**config.mk**
```make
export PLATFORM = sky130hd
export DESIGN_NAME = fish_sprite_engine
export DESIGN_NICKNAME = d
export VERILOG_FILES = /design/src/rtl/fish_sprite_engine.sv
export SDC_FILE = /design/constraint.sdc
export NUM_CORES = 1
export LEC_CHECK = 0
export ABC_AREA = 1
export BUFFER_PORTS_ARGS = -buffer_cell sky130_fd_sc_hd__buf_2
export CORE_UTILIZATION = 40
export DETAILED_ROUTE_END_ITERATION = 7
export PLACE_DENSITY = 0.56
export SYNTH_ARGS = -nofsm -noshare
export SYNTH_HDL_FRONTEND = slang
export SYNTH_SLANG_ARGS = --single-unit
```
**constraint.sdc**
```tcl
create_clock -name clk -period 6.7 [get_ports clk]
set_clock_uncertainty 0.2 [all_clocks]
set_input_delay 1.34 -clock clk [delete_from_list [all_inputs] [get_ports clk]]
set_output_delay 1.34 -clock clk [all_outputs]
set_load 0.01 [all_outputs]
```
**src/rtl/fish_sprite_engine.sv**
```systemverilog
// Single-fish sprite engine: spawn/swim/hook position FSM plus a two-stage
// pixel pipeline that reads a synchronous sprite ROM and keys out KEY pixels.
module fish_sprite_engine #(
  parameter int          SPR_W = 40,
  parameter int          SPR_H = 33,
  parameter int          SCALE = 2,
  parameter logic [11:0] KEY   = 12'h352,
  parameter int          H_MAX = 640,
  parameter int          SPEED = 2
) (
  input  logic        clk,
  input  logic        rst_n,
  input  logic [9:0]  h_cnt,
  input  logic [9:0]  v_cnt,
  input  logic        frame_tick,
  input  logic        spawn,
  input  logic [9:0]  spawn_h,
  input  logic [9:0]  spawn_v,
  input  logic        spawn_dir,
  input  logic        catch,
  output logic [10:0] rom_addr,
  input  logic [11:0] rom_data,
  output logic        background,
  output logic [11:0] vga,
  output logic [9:0]  fish_h,
  output logic [9:0]  fish_v,
  output logic [1:0]  fish_way,
  output logic        fish_appear,
  output logic        done
);
  // state  | meaning
  // IDLE   | no fish; waiting for spawn
  // SWIM   | fish bounces horizontally between SPR_W and H_MAX
  // HOOKED | fish rises SPEED rows per frame until it leaves the top
  typedef enum logic [1:0] {IDLE = 2'd0, SWIM = 2'd1, HOOKED = 2'd2} state_t;

  localparam logic [9:0]  H_LO    = 10'(SPR_W);
  localparam logic [9:0]  H_HI    = 10'(H_MAX);
  localparam logic [9:0]  STEP    = 10'(SPEED);
  localparam logic [9:0]  TURN_L  = 10'(SPR_W + SPEED);
  localparam logic [9:0]  TURN_R  = 10'(H_MAX - SPEED);
  localparam logic [9:0]  EXIT_V  = 10'(2 * SPEED);
  localparam logic [9:0]  COL_LIM = 10'(SPR_W - 1);
  localparam logic [9:0]  ROW_LIM = 10'(SPR_H - 1);
  localparam logic [9:0]  UP_LIM  = 10'(SCALE * SPR_W - 1);
  localparam logic [10:0] STRIDE  = 11'(SPR_W);
  localparam int          SCALE_SH = $clog2(SCALE);

  state_t      state_q, state_d;
  logic [9:0]  fish_h_q, fish_h_d, fish_v_q, fish_v_d;
  logic [1:0]  fish_way_q, fish_way_d;
  logic        done_q, done_d;
  logic        hit_q, hit_d;
  logic        background_q, background_d;
  logic [11:0] vga_q, vga_d;
  logic [9:0]  dx_fwd, dx_rev, dy;

  // Boundary checks use the post-move position: reaching a wall turns the
  // fish on that same tick, and a hooked fish exits once within one step of the top.
  always_comb begin
    state_d    = state_q;
    fish_h_d   = fish_h_q;
    fish_v_d   = fish_v_q;
    fish_way_d = fish_way_q;
    done_d     = 1'b0;
    case (state_q)
      IDLE: if (spawn) begin
        state_d    = SWIM;
        fish_h_d   = (spawn_h < H_LO) ? H_LO : ((spawn_h > H_HI) ? H_HI : spawn_h);
        fish_v_d   = spawn_v;
        fish_way_d = {1'b0, spawn_dir};
      end
      SWIM: if (catch) begin
        state_d    = HOOKED;
        fish_way_d = 2'd2;
      end else if (frame_tick) begin
        if (fish_way_q == 2'd0) begin
          if (fish_h_q <= TURN_L) begin
            fish_h_d   = H_LO;
            fish_way_d = 2'd1;
          end else fish_h_d = fish_h_q - STEP;
        end else begin
          if (fish_h_q >= TURN_R) begin
            fish_h_d   = H_HI;
            fish_way_d = 2'd0;
          end else fish_h_d = fish_h_q + STEP;
        end
      end
      HOOKED: if (frame_tick) begin
        if (fish_v_q <= EXIT_V) begin
          state_d  = IDLE;
          fish_v_d = '0;
          done_d   = 1'b1;
        end else fish_v_d = fish_v_q - STEP;
      end
      default: state_d = IDLE;
    endcase
  end

  always_comb begin
    dx_fwd   = h_cnt + H_LO - fish_h_q;
    dx_rev   = fish_h_q - h_cnt;
    dy       = v_cnt - fish_v_q;
    hit_d    = 1'b0;
    rom_addr = '0;
    if (state_q != IDLE) begin
      case (fish_way_q)
        2'd0: if (dx_fwd <= COL_LIM && dy <= ROW_LIM) begin
          hit_d    = 1'b1;
          rom_addr = 11'(dy) * STRIDE + 11'(dx_fwd);
        end
        2'd1: if (dx_fwd <= COL_LIM && dy <= ROW_LIM) begin
          hit_d    = 1'b1;
          rom_addr = 11'(dy) * STRIDE + 11'(dx_rev - 10'd1);
        end
        2'd2: if (dx_rev <= ROW_LIM && dy <= UP_LIM) begin
          hit_d    = 1'b1;
          rom_addr = 11'(dx_rev) * STRIDE + 11'(dy >> SCALE_SH);
        end
        default: hit_d = 1'b0;
      endcase
    end
    background_d = !(hit_q && rom_data != KEY);
    vga_d        = background_d ? 12'h000 : rom_data;
  end

  always_ff @(posedge clk or negedge rst_n) begin
    if (!rst_n) begin
      state_q      <= IDLE;
      fish_h_q     <= '0;
      fish_v_q     <= '0;
      fish_way_q   <= 2'd0;
      done_q       <= 1'b0;
      hit_q        <= 1'b0;
      background_q <= 1'b1;
      vga_q        <= 12'h000;
    end else begin
      state_q      <= state_d;
      fish_h_q     <= fish_h_d;
      fish_v_q     <= fish_v_d;
      fish_way_q   <= fish_way_d;
      done_q       <= done_d;
      hit_q        <= hit_d;
      background_q <= background_d;
      vga_q        <= vga_d;
    end
  end

  assign fish_h      = fish_h_q;
  assign fish_v      = fish_v_q;
  assign fish_way    = fish_way_q;
  assign fish_appear = (state_q != IDLE);
  assign done        = done_q;
  assign background  = background_q;
  assign vga         = vga_q;

endmodule

```
### Yosys cells after proc, flatten, opt, wreduce, memory -nomap -nowiden

Index checks and enable logic that the tools add are counted.

| operators by class | value |
|---|---|
| $lt $le $gt $ge | 9 |
| mux-type cells | 38 |
| multiply operators | 2 |
| equal/unequal tests | 14 |
| reductions and logical operators | 14 |
| add/sub/neg operators | 11 |
| shift operators | 0 |
| bitwise gates (word level) | 0 |
| div/mod/pow operators | 0 |

Operators with widths:

| kind | number |
|---|---|
| 10-bit two-way mux | 11 |
| 11-bit two-way mux | 4 |
| 10-bit by 6-bit <= comparator with 1-bit output, second input constant | 4 |
| 10-bit one-hot mux with 2 select lines | 2 |
| 11-bit one-hot mux with 3 select lines | 1 |
| 10-bit subtractor | 3 |
| 10-bit by 3-bit multiplier with 8-bit output, second input constant | 2 |
| 2-bit two-way mux | 10 |
| 10-bit by 2-bit subtractor with 10-bit output, second input constant | 2 |
| 12-bit two-way mux | 1 |
| 12-bit by 10-bit inequality test with 1-bit output, second input constant | 1 |
| 2-bit inequality test, second input constant | 6 |
| 11-bit by 10-bit adder with 11-bit output | 1 |
| 11-bit adder | 1 |
| 11-bit by 9-bit adder with 11-bit output | 1 |
| 10-bit by 1-bit subtractor with 11-bit output, second input constant | 1 |
| 10-bit by 2-bit adder with 10-bit output, second input constant | 1 |
| 10-bit by 6-bit adder with 10-bit output, second input constant | 1 |
| 10-bit >= comparator, second input constant | 1 |
| 10-bit greater-than comparator, second input constant | 1 |
| 10-bit by 3-bit <= comparator with 1-bit output, second input constant | 1 |
| 10-bit by 7-bit <= comparator with 1-bit output, second input constant | 1 |
| 10-bit by 6-bit less-than comparator with 1-bit output, second input constant | 1 |
| 4-bit inequality test, second input constant | 2 |
| 15 further kinds | 28 |

| storage, ports and cells | value |
|---|---|
| bits in writable memories | 0 |
| output and inout bits | 48 |
| bits in latches | 0 |
| memories | 0 |
| bits in read-only memories | 0 |
| register bits | 39 |
| word-level logic and storage cells | 96 |
| input port bits | 58 |

### Logic depth before layout (Yosys ltp)

| logic depth | value |
|---|---|
| depth after elaboration | 7 |
| mapped depth | 27 |
| depth with buffers taken out | 27 |

### Least setup slack after synthesis

OpenSTA, ideal clock, no wires.

| path | value |
|---|---|
| path type | in2out |
| start point | in v_cnt[0] |
| end point | out rom_addr[9] |
| stages | 21 |
| data required time | 5160 ps |
| arrival time | 4703 ps |
| buffers on the path | 0 |
| setup slack | 457 ps |
| cells stage by stage | inv_1 ha_1 inv_1 fa_1 ha_1 ha_1 fa_1 xor2_1 inv_1 ha_1 inv_1 ha_1 nand2_1 inv_1 nand4_1 o211ai_1 a21oi_1 o21ai_0 o21ai_0 nand2_1 a21oi_1 |

| on the way | value |
|---|---|
| longest elaborated chain between the ends | 6 |
| elaborated cells on any way between the ends | 14 |
| those cells by class | add/sub: 4; mul: 1; order compare: 2; mux: 5; reduce/logical: 2 |

RTL lines:

| item | RTL line | source |
|---|---|---|
| start: declaration | 14 | `input logic [9:0] v_cnt,` |
| 10-bit subtractor (*) | 103 | `dy = v_cnt - fish_v_q;` |
| 10-bit by 3-bit multiplier with 8-bit output (tied with other cells) | 110, 114 |  |
| 11-bit adder (tied with other cells) | 114 | `rom_addr = 11'(dy) * STRIDE + 11'(dx_rev - 10'd1);` |
| 11-bit two-way mux (on tied branches) | 112, 108, 116 |  |
| 11-bit one-hot mux with 3 select lines (*) | 107 | `case (fish_way_q)` |
| 11-bit two-way mux (*) | 106 | `if (state_q != IDLE) begin` |
| end: declaration | 21 | `output logic [10:0] rom_addr,` |

Every way passes the cells marked *; elsewhere a longest branch is shown, timed or not.

### Worst setup path in the final report

| path | value |
|---|---|
| start point | in v_cnt[0] |
| end point | out rom_addr[10] |

Same word-level chain as after synthesis.

==> results.cfg <==
[run_status]
status = finished, final reports clean

[synthesis]
avgSynthCellArea_um2 = 6.59
yosys_most_used_dff = dfrtp_1
synth_nets = 1051
syn_area_um2 = 5940
synth-edff-count = 0
ys_warn_count = 0
synthArstFlopShare = 1.00
netlist_instances = 901
ys_ff_latch = 39
ys_types = 50
yosysSeqAreaShare = 0.164

[critical_path]
r2r_end = hit_q
path_class = input port to output pin
reg2reg_depth = 14
cp.required_ps = 5160
r2r_setup_slack_ps = 3450
endpoint_kind = output pin
crit_end = rom_addr[10]
arrival_ps = 5010
cp-start-kind = input port
critPathLaunch = v_cnt[0]
rr_startpoint = fish_h[3]
critical_path.max_fanout = 4

[routing]
wl_per_cell_um = 14.2
drtAntennaViolNets = 0
first_iter_violations = 333
drcViolationCount = 0
routed_wl_um = 17000
first_pass_iters = 8
vias_per_cell = 5.00
num_vias = 6008

[timing]
slew_headroom = 0.249
finalCritPeriodShare = 0.977
finalSetupViolations = 0
hold_viol_final = 0
setup_tns_ps = 0
fmax_mhz = 153
tightest_slew_ps = 1110
min_period_ps = 6550
drv_slew = 0

[grt]
grtUsageTotal = 0.222
grt_pass1_wl_um = 26800
antenna_found_initial = 0
grt.overflow.total = 0
grt_pass1_vias = 5403
grt_max_degree = 40

[finish]
area_growth_pct = 18.8
layout-drive-gt1-share = 0.199
utilization = 0.486
final_cells = 1202
num_antenna_cells = 0
design_area_um2 = 7060
nFillCells = 1554
fin_nets = 1167

[cts]
cts_hold_buffers = 0
cts_tree = yes
cts-root-buf = clkbuf_16
clock_latency_ps = 290
clk_pin_slew_worst_paths_ps = 60
cts_sinks = 39
cts_buffers = 5
cts_buffer_depth = 2
htreeDepth = 2

[placed_design]
dp_hpwl_um = 14400
place_area_um2 = 6710
io_buffers = 105
gp_congestion = 0.907
dpl.cell_count = 1190

[job]
drv_cap = 0

[floorplan]
initial_core_util = 0.409
die_y_um = 124
die_area_um2 = 15300
num_io_pins = 106
rows = 44
core-area_um2 = 14500
die_w_um = 124

[min_path]
hold_class = register to register
sequential cells by signal, indices dropped and copies added (netlist names):
| name | count |
|---|---|
| vga | 12 |
| done | 1 |
| background | 1 |
| fish_way | 2 |
| fish_v | 10 |
| state_q | 2 |
| fish_h | 10 |
| hit_q | 1 |
kinds of logic after synthesis:
family / synth area share
compound gates: 0.134
xor+xnor: 0.0628
fa+ha+maj: 0.204
buf+inv: 0.122
flops: 0.164
mux: 0.00168
simple gates: 0.312
stage by stage:
step | hold WS, ps | setup slack, ps
6_report | 403 | 151
5_1_grt | 455 | -44.7
4_1_cts | 407 | 57.1
3_5_place_dp | 397 | 12.3
3_3_place_gp | 394 | 82.9
2_1_floorplan | 315 | 457
cell usage in the layout (no fill, tap or decap), types with 5 or more instances in the layout:
cell type / n
ha_4: 6
nand3b_1: 6
xor2_1: 26
fa_1: 6
or2_2: 5
buf_4: 11
a21oi_1: 58
nand3_2: 6
inv_2: 8
buf_2: 105
a22oi_1: 9
nand2_2: 17
a31oi_1: 8
nor2_1: 53
nand2_1: 197
ha_2: 5
dfrtp_1: 38
nand3_1: 63
ha_1: 73
xnor2_1: 8
nor3_1: 7
clkbuf_16: 5
inv_1: 171
o21ai_0: 26
nor2_2: 10
a21oi_2: 6
nand4_1: 26
o21ai_1: 6
critical path, stage by stage:
cell,delay (ps)
buf_2,90
inv_1,40
ha_1,150
inv_2,60
fa_2,450
xor2_4,190
ha_2,190
ha_2,190
fa_2,580
inv_1,70
ha_4,260
inv_2,40
ha_4,240
nand2_1,70
inv_1,50
nand4_1,100
nand3_2,100
nand2_2,80
nand2_1,60
a21oi_2,160
inv_1,50
nand2_1,60
nand3_1,80
a21oi_2,150
buf_2,140
layer usage:
layer  wire length [um]  track usage  vias up
met1               7990        0.311     2699
li1                   -            -     3154
met5                  0            0        -
met2               8240        0.377      149
met3                665       0.0183        6
met4                123       0.0331        0
synth_stat cells (3+ instances only):
cell	n	area, um2
a21o_1	4	30.0
a21oi_1	62	310
a21oi_2	3	26.3
a22oi_1	9	67.6
a31oi_1	8	50.1
dfrtp_1	38	951
fa_1	8	160
ha_1	84	1050
inv_1	173	649
inv_2	6	22.5
nand2_1	198	743
nand2_2	16	100
nand3_1	65	325
nand3_2	4	40.0
nand3b_1	6	45.0
nand4_1	26	163
nor2_1	56	210
nor2_2	7	43.8
nor3_1	7	35.0
nor4_1	4	25.0
o211ai_1	4	30.0
o21ai_0	26	130
o21ai_1	6	30.0
o21bai_1	3	22.5
o22ai_1	4	25.0
or2_2	5	31.3
xnor2_1	8	70.1
xor2_1	29	254
repair_timing:
item	4_1_cts	5_1_grt
setup buffers	0	4
gates resized for setup	3	30
pin swaps	0	13
setup endpoints to repair	3	3
final cells by class:
class	count	area, um2	share of cell area
multi-input cells	674	4420	0.627
flip-flops and latches	39	977	0.138
inverters	181	679	0.0963
repair buffers	116	608	0.0862
well taps	184	230	0.0326
clock buffers	7	133	0.0188
clock inverters	1	5.00	0.000709
worst min path at each step:
stage               start         end  cells past startpoint
2_1_floorplan       hit_q      vga[0]                      2
3_3_place_gp   state_q[1]  state_q[1]                      2
3_5_place_dp   state_q[1]  state_q[1]                      2
4_1_cts        state_q[1]  state_q[1]                      2
5_1_grt         fish_v[7]   fish_v[7]                      3
6_report       state_q[1]  state_q[1]                      2
Power is left out: the tool's default activity adds up to more than one toggle a clock period on the data nets, which glitch-free logic cannot reach.
